## config.mk

```make
export PLATFORM = sky130hd
export DESIGN_NAME = aes_state_unloader
export DESIGN_NICKNAME = d
export VERILOG_FILES = /design/src/rtl/ams_aes_pkg.sv /design/src/rtl/aes_state_unloader.sv
export SDC_FILE = /design/constraint.sdc
export NUM_CORES = 1
export LEC_CHECK = 0
export ABC_CLOCK_PERIOD_IN_PS = 2800
export BUFFER_PORTS_ARGS = -buffer_cell sky130_fd_sc_hd__buf_2
export CAP_MARGIN = 20
export CORE_MARGIN = 3
export CORE_UTILIZATION = 55
export DETAILED_ROUTE_END_ITERATION = 8
export PLACE_DENSITY = 0.8
export SLEW_MARGIN = 20
export SYNTH_ARGS = -nofsm -noshare
export SYNTH_HDL_FRONTEND = slang
export SYNTH_SLANG_ARGS = --single-unit
```

## constraint.sdc

```tcl
create_clock -name clk -period 2.8 [get_ports clk]
set_input_delay 0.42 -clock clk [delete_from_list [all_inputs] [get_ports clk]]
set_output_delay 0.42 -clock clk [all_outputs]
set_load 0.05 [all_outputs]
```

## src/rtl/ams_aes_pkg.sv

```systemverilog
// Shared AES datapath constants and the unloader FSM state type.
package ams_aes_pkg;

  localparam int unsigned AES_BLK_W  = 128;
  localparam int unsigned AES_BYTE_W = 8;

  typedef enum logic {
    ST_IDLE,
    ST_STREAM
  } unl_state_t;

endpackage : ams_aes_pkg

```

## src/rtl/aes_state_unloader.sv

```systemverilog
// Byte-serial unloader for the AES result block: takes one BLK_W block per
// handshake and streams it MSB beat first (FIPS-197 order, s[0] = data[127:120]).
// A block can be reloaded on the cycle its last beat is accepted, so
// back-to-back blocks stream with no bubble.
module aes_state_unloader
  import ams_aes_pkg::*;
#(
  parameter int unsigned BLK_W = AES_BLK_W,
  parameter int unsigned OUT_W = AES_BYTE_W
) (
  input  logic             clk,
  input  logic             rst,
  input  logic             in_valid,
  output logic             in_ready,
  input  logic [BLK_W-1:0] in_data,
  output logic             out_valid,
  input  logic             out_ready,
  output logic [OUT_W-1:0] out_data,
  output logic             out_last,
  output logic             busy
);

  localparam int unsigned NBEATS = BLK_W / OUT_W;
  localparam int unsigned CNT_W  = $clog2(NBEATS);
  localparam logic [CNT_W-1:0] LAST_CNT = CNT_W'(NBEATS - 1);

  unl_state_t       state_q, state_d;
  logic [CNT_W-1:0] cnt_q, cnt_d;
  logic [BLK_W-1:0] sreg_q, sreg_d;
  logic             load;

  // Outputs come straight from flops, so they only move on an accepted beat.
  assign out_valid = (state_q == ST_STREAM);
  assign busy      = (state_q == ST_STREAM);
  assign out_data  = sreg_q[BLK_W-1 -: OUT_W];
  assign out_last  = (state_q == ST_STREAM) && (cnt_q == LAST_CNT);

  // Combinational from out_ready so the next block loads under the last beat.
  assign in_ready = !rst && ((state_q == ST_IDLE) || (out_ready && out_last));
  assign load     = in_valid && in_ready;

  // Next-state for FSM, beat counter and shift register.
  always_comb begin
    state_d = state_q;
    cnt_d   = cnt_q;
    sreg_d  = sreg_q;
    unique case (state_q)
      ST_IDLE: begin
        if (load) begin
          sreg_d  = in_data;
          cnt_d   = '0;
          state_d = ST_STREAM;
        end
      end
      ST_STREAM: begin
        if (out_ready) begin
          if (!out_last) begin
            // Zeros fill the vacated low beat.
            sreg_d = {sreg_q[BLK_W-OUT_W-1:0], {OUT_W{1'b0}}};
            cnt_d  = cnt_q + CNT_W'(1);
          end else if (load) begin
            sreg_d = in_data;
            cnt_d  = '0;
          end else begin
            state_d = ST_IDLE;
          end
        end
      end
      default: state_d = ST_IDLE;
    endcase
  end

  // State registers; reset discards any partially streamed block.
  always_ff @(posedge clk) begin
    if (rst) begin
      state_q <= ST_IDLE;
      cnt_q   <= '0;
      sreg_q  <= '0;
    end else begin
      state_q <= state_d;
      cnt_q   <= cnt_d;
      sreg_q  <= sreg_d;
    end
  end

endmodule : aes_state_unloader

```

==> impl_metrics.ini <==
[route]
met1_length_mm = 6.67
routed-wl-met3_mm = 1.05
routedWlPerCell_um = 16.9
drtPass1Iterations = 5
vias = 5520
top_layer_used = met4
drt.antenna.violating_nets = 0
wl_mm = 15.5
vias_per_cell = 6.00
wl_met2_mm = 7.45
drt_iter0_drc = 488
remaining_drc_errors = 0

[setup_path]
crit_type = register to output pin
worstRegToRegCells = 5
slowest_delay_ns = 0.36
r2r_slack_ns = 0.76
cp_data_required_time_ns = 2.38
reg2reg_to = sreg_q[11]
critPathLaunchType = register
cp_cell_sequence = ha_1 > nand4_1 > and2_1 > nor2_1 > buf_2
cp_slowest_cell = dfxtp_1
worst_ep_arrival_time_ns = 2.16
critPathLaunch = cnt_q[0]
path_max_fanout = 4
endpoint_kind = output pin
reg2reg_from = cnt_q[0]
crit_path_end = in_ready

[floorplanning]
row_count = 37
die_height_um = 110
fp.dieW_um = 110
core_um2 = 10500
ios = 144
start_util_pct = 57.1
dieArea_um2 = 12200

[run]
cap_violations = 0

[global_route]
grt_pass1_wl_mm = 24.3
grt_max_degree = 104
antenna_found_initial = 0
grt_pass1_vias = 5143
grt_use_total_pct = 25.4
grt_overflow = 0

[synthesis]
synth_area_leaders = dfxtp_1 (45%), a22oi_1 (13%), mux2_2 (9.0%), a21oi_1 (8.6%), nand2_1 (6.2%)
ys_async_sr_fraction_pct = 0
yosys.cell_count.top_type = dfxtp_1
synth.largest_area_cell = dfxtp_1
yosysUniqueCellTypes = 37
synth_edf_count = 0
syn_area_per_cell_um2 = 8.93
synth_ff_type = dfxtp_1
synth_top_area_share_pct = 44.5
yosys_warnings = 0
syn-cell-area_um2 = 5980
syn_nets = 802
synth_common_cells = dfxtp_1 (133), a21oi_1 (103), a22oi_1 (102)
syn_inst = 669
synth-seq-area-share_pct = 44.5
ys_ff_latch = 133

[pwr]
ir_drop_mv = 0.335
power_density_nw_per_um2 = 668
total_power_mw = 4.81
cellLeakagePower_nw = 2.89

[final_layout]
layout-drive-gt1-share_pct = 30.5
layout.cells.non_filler = 920
final_nets = 904
n_fill_cell = 860
diodes = 0
fin_util_pct = 68.8
area_growth_pct = 20.5

[timing]
setup_tns_ns = 0
finalClockSkew_ns = 0.0103
grt_setup_unrepaired = no
fmax_mhz = 388
worst_pin_slew_ns = 0.826
post-route-period-util_pct = 92.1
relSlewSlack_pct = 45.0
finalHoldViolCount = 0
slew_viol_final = 0
period_needed_ns = 2.58
finalSetupViolCount = 0

[cts]
clock_latency_ns = 0.52
clkTransAtPathRegs_ns = 0.06
root_buffer = clkbuf_8
post-cts-setup-buffers = 0
numCtsBuffers = 17
tritoncts = built
hold_buffers = 0
numClockSinks = 133
clock_path_buffers = 2
cts-resized-gates = 0
htree_num_levels = 4

[min_path]
hp-class = primary input to register

[place]
hpwl_mm = 10.1
place_inst = 887
routabilityCongestion = 0.819
port_buffers = 143

[run_status]
outcome = completed
==> final cells by class <==
cell class	count	area, um2	area share [%]
multi-input combinational	454	2930	40.7
sequential	133	2660	37.0
timing repair buffer	157	843	11.7
clock buffer	24	490	6.81
tap	136	170	2.36
clock inverter	8	72.6	1.01
inverter	8	30.0	0.417
==> kinds of logic after synthesis <==
logic type / synth area share (%)
muxes: 9.21
adders and majority gates: 0.209
AOI/OAI and AO/OA: 29.0
and+or+nand+nor: 10.1
xor gates and xnor gates: 0.147
DFF: 44.5
buffers and inverters: 6.72
==> registers in the layout, indices dropped and copies added, names as in the netlist <==
signal,cells
busy,1
cnt_q,4
sreg_q,128
==> layer usage <==
layer | up-vias | global-route usage (%)
met5 | - | 0
met4 | 0 | 10.9
met3 | 29 | 5.18
met2 | 206 | 40.4
met1 | 2619 | 33.7
li1 | 2666 | -
==> layout by cell type (no fill, tap or decap), types with 2 or more instances in the layout <==
master,netlist,routed
buf_2,20,142
dfxtp_1,133,133
a21oi_1,103,103
a22oi_1,102,102
nand2_1,98,98
mux2_2,48,48
clkbuf_16,0,16
buf_4,18,14
and3_1,13,12
a31oi_1,11,11
o2bb2ai_1,11,11
a22o_1,9,9
inv_1,8,8
nand3_1,8,8
nor2_1,7,7
a211o_1,7,7
a221oi_1,7,7
clkbuf_8,0,6
nand2b_1,4,4
o21ai_0,4,4
o21ai_1,4,4
clkinv_2,0,4
clkinvlp_4,0,3
nand4_1,2,2
nor2b_1,2,2
nor3_1,2,2
clkbuf_1,29,2
==> worst max-delay path: cells and delay by family, from the launching register on <==
family | cells | cell delay [ns]
fa+ha+maj | 1 | 0.25
buf+inv | 1 | 0.31
flops | 1 | 0.36
simple gates | 3 | 0.72
==> through the flow <==
step                      area, um2  hold slack, ns  setup WS (ns)
after floorplan                5980           0.424          0.708
after global routing           7200           0.108         0.0778
after global placement         6610           0.437          0.689
after detailed placement       6610           0.442          0.627
after CTS                      7180          0.0928          0.214
final                          7200           0.116          0.220
==> power breakdown <==
part	internal (mW)	switching [mW]	total, mW
Sequential	2.02	0.0876	2.11
Combinational	0.277	0.359	0.635
Clock	1.29	0.783	2.07
==> how the worst min path moves through the flow <==
stage / startpoint / to / slack, ns / depth (start not counted)
6_report: in_data[0] / sreg_q[0] / 0.12 / 2
4_1_cts: in_data[0] / sreg_q[0] / 0.09 / 2
3_5_place_dp: sreg_q[105] / sreg_q[105] / 0.44 / 1
3_3_place_gp: sreg_q[108] / sreg_q[108] / 0.44 / 1
2_1_floorplan: sreg_q[108] / sreg_q[108] / 0.42 / 1
5_1_grt: in_data[0] / sreg_q[0] / 0.11 / 2
(Power assumes the default switching activity.)
